File: src/rtl/collision_detect_pkg.sv
// Shared console register map and collision pair bit indices, also used by
// the peripheral bus decoder.
package collision_detect_pkg;

  localparam logic [3:0] REG_CXM0P     = 4'h0;
  localparam logic [3:0] REG_CXM1P     = 4'h1;
  localparam logic [3:0] REG_CXP0FB    = 4'h2;
  localparam logic [3:0] REG_CXP1FB    = 4'h3;
  localparam logic [3:0] REG_CXM0FB    = 4'h4;
  localparam logic [3:0] REG_CXM1FB    = 4'h5;
  localparam logic [3:0] REG_CXBLPF    = 4'h6;
  localparam logic [3:0] REG_CXPPMM    = 4'h7;
  localparam logic [3:0] REG_P0P1_LAST = 4'h8;
  localparam logic [3:0] REG_FRAME     = 4'h9;

  localparam int NUM_PAIRS = 15;

  localparam int PAIR_M0_P1 = 0;
  localparam int PAIR_M0_P0 = 1;
  localparam int PAIR_M1_P0 = 2;
  localparam int PAIR_M1_P1 = 3;
  localparam int PAIR_P0_PF = 4;
  localparam int PAIR_P0_BL = 5;
  localparam int PAIR_P1_PF = 6;
  localparam int PAIR_P1_BL = 7;
  localparam int PAIR_M0_PF = 8;
  localparam int PAIR_M0_BL = 9;
  localparam int PAIR_M1_PF = 10;
  localparam int PAIR_M1_BL = 11;
  localparam int PAIR_BL_PF = 12;
  localparam int PAIR_P0_P1 = 13;
  localparam int PAIR_M0_M1 = 14;

  typedef logic [NUM_PAIRS-1:0] pair_vec_t;

  // Collision registers expose two pair bits in [7:6]
  function automatic logic [7:0] pack_pair(input logic hi, input logic lo);
    return {hi, lo, 6'b000000};
  endfunction

endpackage

File: src/rtl/collision_detect_if.sv
// CPU-side register bus of the collision block.
interface collision_detect_if;
  logic       enable;
  logic [3:0] address;
  logic       write_enable;
  logic [7:0] data_out;
  logic       frame_done;

  modport master (
    output enable, address, write_enable,
    input  data_out, frame_done
  );

  modport slave (
    input  enable, address, write_enable,
    output data_out, frame_done
  );
endinterface

File: src/rtl/collision_detect_edge_detect.sv
// Registered rising-edge detector: rise pulses for one cycle, one cycle after
// level is first seen high.
module edge_detect (
  input  logic clk,
  input  logic rst_n,
  input  logic level,
  output logic rise
);

  logic level_d;

  always_ff @(posedge clk or negedge rst_n) begin
    if (!rst_n) begin
      level_d <= 1'b0;
      rise    <= 1'b0;
    end else begin
      level_d <= level;
      rise    <= level & ~level_d;
    end
  end

endmodule

File: src/rtl/collision_detect.sv
// Sticky object-pair collision latches, per-frame P0/P1 overlap counter and
// CPU read/clear register port.
module collision_detect
  import collision_detect_pkg::*;
(
  input  logic raw_clk,
  input  logic reset,
  input  logic pixel_strobe,
  input  logic in_image,
  input  logic in_vblank,
  input  logic p0,
  input  logic p1,
  input  logic m0,
  input  logic m1,
  input  logic ball,
  input  logic pf,
  collision_detect_if.slave bus
);

  logic       sample;
  logic       cpu_read;
  logic       cpu_clear;
  logic       vblank_rise;
  logic       frame_rd_pending;
  logic       frame_done_q;
  logic [7:0] p0p1_count;
  logic [7:0] p0p1_last;
  logic [7:0] read_value;
  logic [7:0] data_out_q;
  pair_vec_t  latches;
  pair_vec_t  hits;

  assign sample    = pixel_strobe & in_image & ~in_vblank;
  assign cpu_read  = bus.enable & ~bus.write_enable;
  assign cpu_clear = bus.enable & bus.write_enable & (bus.address == REG_CXM0P);

  assign bus.data_out   = data_out_q;
  assign bus.frame_done = frame_done_q;

  edge_detect u_vblank_edge (
    .clk   (raw_clk),
    .rst_n (reset),
    .level (in_vblank),
    .rise  (vblank_rise)
  );

  always_comb begin
    hits = '0;
    if (sample) begin
      hits[PAIR_M0_P1] = m0 & p1;
      hits[PAIR_M0_P0] = m0 & p0;
      hits[PAIR_M1_P0] = m1 & p0;
      hits[PAIR_M1_P1] = m1 & p1;
      hits[PAIR_P0_PF] = p0 & pf;
      hits[PAIR_P0_BL] = p0 & ball;
      hits[PAIR_P1_PF] = p1 & pf;
      hits[PAIR_P1_BL] = p1 & ball;
      hits[PAIR_M0_PF] = m0 & pf;
      hits[PAIR_M0_BL] = m0 & ball;
      hits[PAIR_M1_PF] = m1 & pf;
      hits[PAIR_M1_BL] = m1 & ball;
      hits[PAIR_BL_PF] = ball & pf;
      hits[PAIR_P0_P1] = p0 & p1;
      hits[PAIR_M0_M1] = m0 & m1;
    end
  end

  // A hit on the clearing edge survives the clear
  always_ff @(posedge raw_clk or negedge reset) begin
    if (!reset) begin
      latches <= '0;
    end else begin
      latches <= (cpu_clear ? '0 : latches) | hits;
    end
  end

  always_ff @(posedge raw_clk or negedge reset) begin
    if (!reset) begin
      p0p1_count <= 8'h00;
      p0p1_last  <= 8'h00;
    end else if (vblank_rise) begin
      p0p1_last  <= p0p1_count;
      p0p1_count <= 8'h00;
    end else if (sample && p0 && p1 && (p0p1_count != 8'hFF)) begin
      p0p1_count <= p0p1_count + 8'h01;
    end
  end

  // Status read clears the flag one edge later unless a new frame arrives
  always_ff @(posedge raw_clk or negedge reset) begin
    if (!reset) begin
      frame_done_q     <= 1'b0;
      frame_rd_pending <= 1'b0;
    end else begin
      frame_rd_pending <= cpu_read && (bus.address == REG_FRAME);
      if (vblank_rise) begin
        frame_done_q <= 1'b1;
      end else if (frame_rd_pending) begin
        frame_done_q <= 1'b0;
      end
    end
  end

  always_comb begin
    read_value = 8'h00;
    case (bus.address)
      REG_CXM0P:     read_value = pack_pair(latches[PAIR_M0_P1], latches[PAIR_M0_P0]);
      REG_CXM1P:     read_value = pack_pair(latches[PAIR_M1_P0], latches[PAIR_M1_P1]);
      REG_CXP0FB:    read_value = pack_pair(latches[PAIR_P0_PF], latches[PAIR_P0_BL]);
      REG_CXP1FB:    read_value = pack_pair(latches[PAIR_P1_PF], latches[PAIR_P1_BL]);
      REG_CXM0FB:    read_value = pack_pair(latches[PAIR_M0_PF], latches[PAIR_M0_BL]);
      REG_CXM1FB:    read_value = pack_pair(latches[PAIR_M1_PF], latches[PAIR_M1_BL]);
      REG_CXBLPF:    read_value = pack_pair(latches[PAIR_BL_PF], 1'b0);
      REG_CXPPMM:    read_value = pack_pair(latches[PAIR_P0_P1], latches[PAIR_M0_M1]);
      REG_P0P1_LAST: read_value = p0p1_last;
      REG_FRAME:     read_value = {7'b0000000, frame_done_q};
      default:       read_value = 8'h00;
    endcase
  end

  always_ff @(posedge raw_clk or negedge reset) begin
    if (!reset) begin
      data_out_q <= 8'h00;
    end else if (cpu_read) begin
      data_out_q <= read_value;
    end
  end

endmodule

File: src/flat_wrapper.sv
// flat-port wrapper written by rule: the top's interface ports become plain ports
module collision_detect_flat import collision_detect_pkg::*;
  (raw_clk, reset, pixel_strobe, in_image, in_vblank, p0, p1, m0, m1, ball, pf, bus_enable, bus_address, bus_write_enable, bus_data_out, bus_frame_done);
  collision_detect_if bus_i ();
  input  logic raw_clk;
  input  logic reset;
  input  logic pixel_strobe;
  input  logic in_image;
  input  logic in_vblank;
  input  logic p0;
  input  logic p1;
  input  logic m0;
  input  logic m1;
  input  logic ball;
  input  logic pf;
  input wire logic [$bits(bus_i.enable)-1:0] bus_enable;
  input wire logic [$bits(bus_i.address)-1:0] bus_address;
  input wire logic [$bits(bus_i.write_enable)-1:0] bus_write_enable;
  output wire logic [$bits(bus_i.data_out)-1:0] bus_data_out;
  output wire logic [$bits(bus_i.frame_done)-1:0] bus_frame_done;
  assign bus_i.enable = bus_enable;
  assign bus_i.address = bus_address;
  assign bus_i.write_enable = bus_write_enable;
  assign bus_data_out = bus_i.data_out;
  assign bus_frame_done = bus_i.frame_done;
  collision_detect u_core (.raw_clk(raw_clk), .reset(reset), .pixel_strobe(pixel_strobe), .in_image(in_image), .in_vblank(in_vblank), .p0(p0), .p1(p1), .m0(m0), .m1(m1), .ball(ball), .pf(pf), .bus(bus_i));
endmodule
File: config.mk
export PLATFORM = sky130hd
export DESIGN_NAME = collision_detect_flat
export DESIGN_NICKNAME = d
export VERILOG_FILES = /design/src/rtl/collision_detect_pkg.sv /design/src/rtl/collision_detect_if.sv /design/src/rtl/collision_detect_edge_detect.sv /design/src/rtl/collision_detect.sv /design/src/flat_wrapper.sv
export SDC_FILE = /design/constraint.sdc
export NUM_CORES = 1
export LEC_CHECK = 0
export BUFFER_PORTS_ARGS = -buffer_cell sky130_fd_sc_hd__buf_2
export CAP_MARGIN = 20
export CORE_MARGIN = 8
export CORE_UTILIZATION = 45
export DETAILED_ROUTE_END_ITERATION = 10
export PLACE_DENSITY = 0.61
export SLEW_MARGIN = 10
export SYNTH_ARGS = -nofsm -noshare
export SYNTH_HDL_FRONTEND = slang
export SYNTH_SLANG_ARGS = --single-unit
File: constraint.sdc
create_clock -name raw_clk -period 1.9 [get_ports raw_clk]
set_clock_uncertainty 0.1 [all_clocks]
set_input_delay 0.38 -clock raw_clk [delete_from_list [all_inputs] [get_ports raw_clk]]
set_output_delay 0.38 -clock raw_clk [all_outputs]
set_load 0.005 [all_outputs]
==> impl_metrics.yaml <==
clocking:
  worstSkewPairLatency_ns: 0.29
  post_cts_buffers: 0
  cts_max_level: 2
  cts_tree: "done"
  clock-sinks: 43
  cts_hold_buf: 0
  cts.reportedPaths.clkPinSlew_ns: 0.08
  cts_buffer_depth: 2
  cts_inserted_buffers: 5
  cts_resized: 0
  cts_root_buf: "clkbuf_8"
global_routing:
  grt-ovfl-total: 0
  first_global_vias: 1289
  grt_first_pass_wirelength_um: 6396
  antenna_found_initial: 0
  grt_max_degree: 44
  grtUsageTotal: 0.1270
cells_and_area:
  diodes: 0
  utilization: 0.5436
  drive_above_1_share: 0.2819
  area_growth_pct: 15.46
  final_cell_mix: "dfrtp_1, buf_2, a22o_1"
  layout_commonest_cell: "dfrtp_1"
  final_nets: 205
  final_area_mm2: 0.002206
setup_path:
  r2r_cells: 6
  worstSetupPathType: "register to register"
  cp-end-kind: "register"
  startpoint_type: "register"
  worstPathRequired_ns: 1.95
  path_max_fanout: 5
  worstPathArrival_ns: 1.79
yosys:
  synthTopCellsByArea: "dfrtp_1, a22o_1, mux2_2"
  yosysWarnings: 0
  syn-cell-area_mm2: 0.001911
  ys.flop_type: "dfrtp_1"
  synth_cells: 157
  synth_cell_type_count: 40
  yosysTopAreaCellShare: 0.5632
  syn_area_per_cell_um2: 12.17
  yosys.area.top_type: "dfrtp_1"
  ys_seq_area_frac: 0.5632
  synth-edff-count: 0
  async_flop_share: 1.000
  syn_nets: 175
  ys_seq_elements: 43
floorplan:
  row_count: 23
  fp.dieW_um: 81.16
  fp.dieH_um: 81.16
  io_pins: 26
  start_util: 0.4709
  core_mm2: 0.004058
  die-area_mm2: 0.006587
pwr:
  switching_share: 0.2374
  seq_power_share: 0.558
  vdd_drop_max_mv: 0.6375
  p_switching_uw: 455.0
  power_density_mw_per_mm2: 868.8
  cellLeakagePower_uw: 0.001028
  comb_power_share: 0.118
  pwr-share-clk: 0.324
  p_int_uw: 1462
placed_design:
  post-dp-hpwl_um: 2871
  placed_area_mm2: 0.002106
  port_buffers: 25
  place.gp.congestion: 0.7717
detailed_routing:
  drt_iter0_drc: 66
  wl_per_cell_um: 16.30
  firstDrtPassIters: 4
  wl_um: 3879
  via_per_inst: 5.723
  vias: 1362
  antenna_left: 0
  drcViolationCount: 0
timing:
  rsz0062_at_grt: "false"
  tightest_slew_ns: 0.6313
  slew_viol_final: 0
  min_period_ns: 1.741
  period_share: 0.9165
  holdWs_ns: 0.04715
  setup-tns-final_ns: 0
  setup_viol: 0
  slew_headroom: 0.5791
  clock.fmax_mhz: 574.3
  hold_viol: 0
worst_hold_path:
  hold_path.class: "input pin to asynchronous set/reset pin"
job:
  maxCapViolations: 0
outcome:
  status: "finished, final reports clean"
synthesized netlist by cell type, types with 3 or more instances:
cell,number
a21oi_1,3
nand3_1,5
nand2_1,11
a22o_1,14
buf_2,3
nand3b_1,3
dfrtp_1,43
inv_1,3
nor2_1,8
mux2_2,10
mux2i_1,6
nor2b_1,3
a32o_1,5
nand4_1,3
o21ai_0,4
clkbuf_1,4
power by group through the flow:
| stage | clock, uW | combinational, uW | sequential, uW |
|---|---|---|---|
| finish | 622 | 225 | 1070 |
| global route | 694 | 254 | 1080 |
| CTS | 650 | 229 | 1070 |
| detailed placement | 0 | 228 | 1090 |
| global placement | 0 | 223 | 1080 |
| floorplan | 0 | 150 | 1060 |
layout make-up:
class,instances,area (um^2)
fillers,336,1852
well taps,50,62.56
inverters,3,11.26
clock buffers,8,100.1
repair buffers,32,177.7
flip-flops and latches,43,1076
multi-input cells,102,778.2
through the flow:
step                std cells  setup WS [ns]  total power [uW]
global placement          230         0.1822              1305
CTS                       238         0.1238              1946
finish                    238         0.1587              1917
global route              238       0.005791              2026
floorplan                 157         0.2285              1209
detailed placement        230         0.1411              1313
logic make-up (layout without fill, tap and decap cells):
family,after synthesis,in the layout,synth area share
muxes,17,17,0.1022
buffers and inverters,12,43,0.02946
AOI/OAI and AO/OA,36,36,0.1539
adders and majority gates,1,1,0.006548
DFF,43,43,0.5632
xor gates and xnor gates,1,1,0.004585
and+or+nand+nor,47,47,0.1402
state kept, by name, indices dropped and copies added (netlist names):
signal / cells
u_core.u_vblank_edge.rise: 1
u_core.p0p1_last: 8
u_core.latches: 15
u_core.u_vblank_edge.level_d: 1
u_core.bus.data_out: 8
u_core.frame_rd_pending: 1
u_core.p0p1_count: 8
u_core.bus.frame_done: 1
per-layer routing:
layer | track usage | wire length [um]
met5 | 0 | 0
met1 | 0.1647 | 1822
met2 | 0.1868 | 1733
met3 | 0.04525 | 261
met4 | 0.05536 | 62
critical path: stages (launching register included):
cell	delay [ns]
dfrtp_1	0.42
ha_1	0.20
nand3_1	0.16
o2111ai_2	0.30
buf_4	0.18
mux2i_1	0.18
nor2_1	0.06
path summary, 6_finish.rpt:
kind / start / endpoint / slack (ns)
hold reg to reg: u_core.u_vblank_edge.level_d$_DFF_PN0_ / u_core.u_vblank_edge.rise$_DFF_PN0_ / 0.30
setup / recovery: u_core.p0p1_count[1]$_DFFE_PN0P_ / u_core.p0p1_count[1]$_DFFE_PN0P_ / 0.16
min in group raw_clk: in_vblank / u_core.u_vblank_edge.level_d$_DFF_PN0_ / 0.12
setup reg to reg: u_core.p0p1_count[1]$_DFFE_PN0P_ / u_core.p0p1_count[1]$_DFFE_PN0P_ / 0.16
hold / removal: reset / u_core.bus.data_out[7]$_DFFE_PN0P_ / 0.05
max in group asynchronous: reset / u_core.p0p1_count[1]$_DFFE_PN0P_ / 1.29
No activity file was read; power rests on OpenSTA's default activity.
